--- config.mk ---
export PLATFORM = sky130hd
export DESIGN_NAME = uart_tx
export DESIGN_NICKNAME = d
export VERILOG_FILES = /design/src/rtl/uart_pkg.sv /design/src/rtl/uart_baud_gen.sv /design/src/rtl/uart_tx.sv
export SDC_FILE = /design/constraint.sdc
export NUM_CORES = 1
export LEC_CHECK = 0
export ABC_AREA = 1
export CORE_MARGIN = 5
export CORE_UTILIZATION = 58
export CTS_BUF_LIST = sky130_fd_sc_hd__clkbuf_8
export DETAILED_ROUTE_END_ITERATION = 8
export PLACE_DENSITY = 0.9
export SLEW_MARGIN = 20
export SYNTH_ARGS = -nofsm -noshare
export SYNTH_HDL_FRONTEND = slang
export SYNTH_SLANG_ARGS = --single-unit
--- constraint.sdc ---
create_clock -name clk -period 1.7 [get_ports clk]
set_input_delay 0.34 -clock clk [delete_from_list [all_inputs] [get_ports clk]]
set_output_delay 0.34 -clock clk [all_outputs]
set_load 0.02 [all_outputs]
--- src/rtl/uart_pkg.sv ---
// Shared UART definitions: transmitter state encoding and the baud divisor helper.
package uart_pkg;

    typedef enum logic [2:0] {
        IDLE,
        START,
        DATA,
        PARITY,
        STOP
    } uart_tx_state_t;

    // Integer-truncated clock cycles per line bit; the receiver uses the same rounding.
    function automatic int clks_per_bit(input int clk_freq, input int baud);
        return clk_freq / baud;
    endfunction

endpackage

--- src/rtl/uart_baud_gen.sv ---
// Free-running bit timer: one-cycle bit_tick every CLKS_PER_BIT cycles, restartable by clear.
module uart_baud_gen #(
    parameter int CLKS_PER_BIT = 868
) (
    input  logic clk,
    input  logic rst,
    input  logic clear,
    output logic bit_tick
);

    localparam int CNT_W = (CLKS_PER_BIT > 1) ? $clog2(CLKS_PER_BIT) : 1;
    localparam logic [CNT_W-1:0] LAST = CNT_W'(CLKS_PER_BIT - 1);

    logic [CNT_W-1:0] cnt;

    // Clearing on acceptance lines every bit boundary up with the start edge.
    always_ff @(posedge clk) begin
        if (rst || clear) begin
            cnt <= '0;
        end else if (cnt == LAST) begin
            cnt <= '0;
        end else begin
            cnt <= cnt + CNT_W'(1);
        end
    end

    assign bit_tick = (cnt == LAST);

endmodule

--- src/rtl/uart_tx.sv ---
// UART transmitter: parallel word in, start / data LSB first / [parity] / stop frame out on tx.
// Define UART_TX_PARITY_EN to insert an even-parity bit between the data and the stop bits.
module uart_tx
    import uart_pkg::*;
#(
    parameter int DATA_WIDTH = 8,
    parameter int CLK_FREQ   = 100_000_000,
    parameter int BAUD_RATE  = 115200,
    parameter int STOP_BITS  = 1
) (
    input  logic                  clk,
    input  logic                  rst,
    input  logic [DATA_WIDTH-1:0] data_in,
    input  logic                  valid,
    output logic                  ready,
    output logic                  tx,
    output logic                  done
);

    localparam int CLKS_PER_BIT = clks_per_bit(CLK_FREQ, BAUD_RATE);
    localparam int IDX_W = (DATA_WIDTH > 1) ? $clog2(DATA_WIDTH) : 1;
    localparam logic [IDX_W-1:0] LAST_DATA = IDX_W'(DATA_WIDTH - 1);
    localparam logic [IDX_W-1:0] LAST_STOP = IDX_W'(STOP_BITS - 1);

    if (STOP_BITS != 1 && STOP_BITS != 2) begin : g_bad_stop_bits
        $error("uart_tx: STOP_BITS must be 1 or 2, got %0d", STOP_BITS);
    end

    uart_tx_state_t        state, state_n;
    logic [DATA_WIDTH-1:0] shift, shift_n;
    logic [IDX_W-1:0]      idx, idx_n;
    logic                  tx_n, done_n, accept, bit_tick;
`ifdef UART_TX_PARITY_EN
    logic                  par, par_n;
`endif

    // Handshake: a word is taken on the rising edge where valid && ready; ready is high
    // only in IDLE, and valid while a frame is in flight is dropped rather than queued.
    assign ready  = (state == IDLE);
    assign accept = ready && valid;

    uart_baud_gen #(
        .CLKS_PER_BIT(CLKS_PER_BIT)
    ) u_baud (
        .clk     (clk),
        .rst     (rst),
        .clear   (accept),
        .bit_tick(bit_tick)
    );

    always_ff @(posedge clk) begin
        if (rst) begin
            state <= IDLE;
            shift <= '0;
            idx   <= '0;
            tx    <= 1'b1;
            done  <= 1'b0;
`ifdef UART_TX_PARITY_EN
            par   <= 1'b0;
`endif
        end else begin
            state <= state_n;
            shift <= shift_n;
            idx   <= idx_n;
            tx    <= tx_n;
            done  <= done_n;
`ifdef UART_TX_PARITY_EN
            par   <= par_n;
`endif
        end
    end

    always_comb begin
        state_n = state;
        shift_n = shift;
        idx_n   = idx;
        done_n  = 1'b0;
        tx_n    = 1'b1;
`ifdef UART_TX_PARITY_EN
        par_n   = par;
`endif
        case (state)
            IDLE: begin
                if (valid) begin
                    shift_n = data_in;
                    idx_n   = '0;
                    state_n = START;
`ifdef UART_TX_PARITY_EN
                    par_n   = ^data_in;
`endif
                end
            end
            START: begin
                if (bit_tick) state_n = DATA;
            end
            DATA: begin
                if (bit_tick) begin
                    shift_n = shift >> 1;
                    if (idx == LAST_DATA) begin
                        idx_n = '0;
`ifdef UART_TX_PARITY_EN
                        state_n = PARITY;
`else
                        state_n = STOP;
`endif
                    end else begin
                        idx_n = idx + IDX_W'(1);
                    end
                end
            end
`ifdef UART_TX_PARITY_EN
            PARITY: begin
                if (bit_tick) state_n = STOP;
            end
`endif
            STOP: begin
                // idx is reused here to count stop bits.
                if (bit_tick) begin
                    if (idx == LAST_STOP) begin
                        idx_n   = '0;
                        state_n = IDLE;
                        done_n  = 1'b1;
                    end else begin
                        idx_n = idx + IDX_W'(1);
                    end
                end
            end
            default: state_n = IDLE;
        endcase

        // tx is registered from the next state so the line changes on the same edge as the FSM.
        case (state_n)
            START:   tx_n = 1'b0;
            DATA:    tx_n = shift_n[0];
`ifdef UART_TX_PARITY_EN
            PARITY:  tx_n = par_n;
`endif
            default: tx_n = 1'b1;
        endcase
    end

endmodule

==> impl_metrics.json <==
{
  "crit_start": "state[0]$_SDFF_PP0_",
  "clk_pin_slew_ps": 90,
  "yosys_warnings": 0,
  "cts_buffers": 3,
  "routabilityCongestion": 0.9348,
  "diodes": 0,
  "crit_buf_inv": 2,
  "finalHoldViolCount": 0,
  "ys_seq_area_share_pct": 38.10,
  "slowest_stage": "dfxtp_1",
  "routed_wl_mm": 3.106,
  "clock-sinks": 26,
  "path_cells": "nor2_1, nand2_1, inv_1, dlygate4sd2_1",
  "critPathKind": "reg2out",
  "power_leakage_uw": 0.0006646,
  "h-tree-depth": 1,
  "avgViaCountPerCell": 5.405,
  "r2r_slack_ps": 170,
  "grt_pass1_vias": 1306,
  "numPortBuffers": 13,
  "die_x_um": 58.54,
  "cts_tree": "built",
  "final_layout_size_suffix_gt1_share_pct": 15.89,
  "cts_max_path_buffers": 2,
  "fmax_mhz": 640.4,
  "tns_ps": 0,
  "status": "complete, no violations",
  "avgSynthCellArea_um2": 7.007,
  "nFillCells": 169,
  "cp_max_fo": 3,
  "rr_endpoint": "idx[0]$_SDFFE_PP0P_",
  "fin_nets": 230,
  "seqPwrFrac_pct": 49.0,
  "die_area_um2": 3426,
  "worstSetupStartpointType": "register",
  "synth.distinct_cells": 26,
  "detail-route-antenna-nets": 0,
  "regToRegStartpoint": "u_baud.cnt[0]$_SDFF_PP0_",
  "endpoint_kind": "output port",
  "grt_first_pass_wirelength_mm": 5.271,
  "internal-power_uw": 1027,
  "slew_headroom_pct": 79.54,
  "p_sw_share_pct": 23.36,
  "power_density_nw_per_um2": 825.0,
  "post_cts_buffers": 0,
  "ys_ff_latch": 26,
  "p_clk_share_pct": 38.2,
  "core-area_um2": 2233,
  "synth_area_leaders": "dfxtp_1, nand2_1, inv_1",
  "syn_area_um2": 1366,
  "areaGrowthSynthToFinish_pct": 18.86,
  "final-setup-viol-count": 0,
  "grt_max_degree": 16,
  "worst_slack_ps": 138.5,
  "finalCritPeriodShare_pct": 91.85,
  "fp.dieH_um": 58.54,
  "initial_core_util_pct": 61.18,
  "crit_cells": 4,
  "netlist.area_leader.share_pct": 38.10,
  "clock_skew_ps": 11.47,
  "vdd_drop_max_mv": 0.7697,
  "r2r_cells": 11,
  "via_count": 1308,
  "yosysTopAreaCell": "dfxtp_1",
  "critPathTopFamily": "buffers and inverters",
  "p_sw_uw": 313.0,
  "slowest_delay_ps": 330,
  "grt_overflow": 0,
  "finalCriticalPeriod_ps": 1561,
  "syn_inst": 195,
  "grtUsageTotal_pct": 19.90,
  "worst_pin_slew_ps": 304.6,
  "wl_per_cell_um": 12.83,
  "rows": 17,
  "root_buffer": "clkbuf_8",
  "hold_class": "reg2reg",
  "route.detailed.drc": 0,
  "cts-hold-fix-buffers": 0,
  "cp.arrival_ps": 1220,
  "io_pins": 14,
  "drt-pass1-iter-count": 6,
  "drt-initial-drc-count": 60,
  "pre_cts_ws_ps": 103.0,
  "cap_violations": 0,
  "min_from": "u_baud.cnt[0]$_SDFF_PP0_",
  "maxSlewViolCount": 0,
  "clock_latency_ps": 280,
  "syn_nets": 210,
  "worstSetupEndpoint": "ready",
  "worstPathRequired_ps": 1360,
  "antenna_found_initial": 0,
  "dp_hpwl_mm": 2.328,
  "combPwrFrac_pct": 12.9
}
## routing by layer
| layer | track usage [%] | wire [um] |
|---|---|---|
| met5 | 0 | 0 |
| met4 | 8.940 | 55 |
| met3 | 4.167 | 206 |
| met2 | 36.04 | 1593 |
| met1 | 22.07 | 1251 |
## per-stage QoR
stage	cells	instance area [um^2]	hold slack (ps)	total power (uW)	util, %
finish	242	1624	454.0	1340	72.72
global route	242	1624	479.5	1397	72.72
CTS	242	1617	491.3	1343	72.38
detailed placement	238	1546	474.9	841.6	69.24
global placement	238	1546	454.8	828.7	69.24
floorplan	195	1366	439.8	772.5	-
## registers in the layout, indices dropped and copies added, names as in the netlist
register and flops:
state 3, done 1, tx 1, u_baud.cnt 10, shift 8, idx 3
## cell families (layout without fill, tap and decap cells)
family	count (synthesis)	after routing	share of synthesized area, %
flip-flops	26	26	38.10
AO/OA/AOI/OAI	25	25	10.90
buffers and inverters	33	52	9.615
XOR/XNOR	1	1	0.6411
AND/OR/NAND/NOR	106	106	37.09
adder cells (fa/ha/maj)	4	4	3.663
## layout make-up
cell class / instances / area (um^2) / area share (%)
clock buffers: 3 / 41.29 / 2.542
clock inverters: 1 / 30.03 / 1.849
multi-input cells: 136 / 719.4 / 44.30
repair buffers: 17 / 158.9 / 9.784
flip-flops and latches: 26 / 523.0 / 32.20
inverters: 31 / 116.4 / 7.165
well taps: 28 / 35.03 / 2.157
## power by group through the flow
| stage | registers (uW) | clock network (uW) | logic, uW |
|---|---|---|---|
| after CTS | 655 | 517 | 172 |
| after global placement | 666 | 0 | 162 |
| after global routing | 659 | 541 | 197 |
| after detailed placement | 669 | 0 | 173 |
| final | 656 | 512 | 172 |
| after floorplan | 667 | 0 | 105 |
## worst register-to-register path, cell delays in order, from the launching register on
cell	delay, ps
dfxtp_2	370
ha_2	200
inv_1	80
nor2_1	90
nand2_1	70
nor2_2	120
nand2_1	110
nand2_1	140
nand2_1	90
nand2_1	60
nand2_1	40
nor2_1	80
## repair_timing
action                     CTS  global route
gates cloned                 0             0
setup endpoints to repair    1            11
gates resized for setup      1             4
## synth_stat cells
| master | number |
|---|---|
| nor4_1 | 1 |
| or2_2 | 1 |
| nor2_4 | 1 |
| nor3_2 | 1 |
| dfxtp_1 | 26 |
| buf_6 | 1 |
| o21ai_2 | 6 |
| a21oi_1 | 15 |
| ha_1 | 4 |
| and2_2 | 1 |
| nand2_2 | 1 |
| nand3_1 | 19 |
| nand3_4 | 1 |
| inv_1 | 28 |
| nand3_2 | 2 |
| nor3_4 | 1 |
| nand2_1 | 50 |
| nor2_1 | 16 |
| nor2_2 | 4 |
| o21ai_0 | 3 |
| a31oi_1 | 1 |
| inv_2 | 3 |
| nor3_1 | 5 |
| nand4_1 | 2 |
| xor2_1 | 1 |
| clkbuf_1 | 1 |
## worst min path at each step
stage | cells past startpoint | slack [ps] | end
floorplan | 1 | 440 | u_baud.cnt[0]$_SDFF_PP0_
global placement | 1 | 450 | u_baud.cnt[0]$_SDFF_PP0_
detailed placement | 1 | 470 | u_baud.cnt[0]$_SDFF_PP0_
CTS | 2 | 490 | shift[4]$_SDFFE_PP0P_
global route | 1 | 480 | u_baud.cnt[0]$_SDFF_PP0_
finish | 1 | 450 | u_baud.cnt[0]$_SDFF_PP0_
## cell usage in the layout, fill, tap and decap left out, drive strengths merged, types with 2 or more instances in the layout
master,instances
nand3,22
o21ai,9
nor3,7
a21oi,15
clkbuf,3
nand2,51
inv,31
dfxtp,26
nand4,2
ha,4
nor2,21
clkdlybuf4s50,12
buf,4
Power figures use the tool's default switching activity.
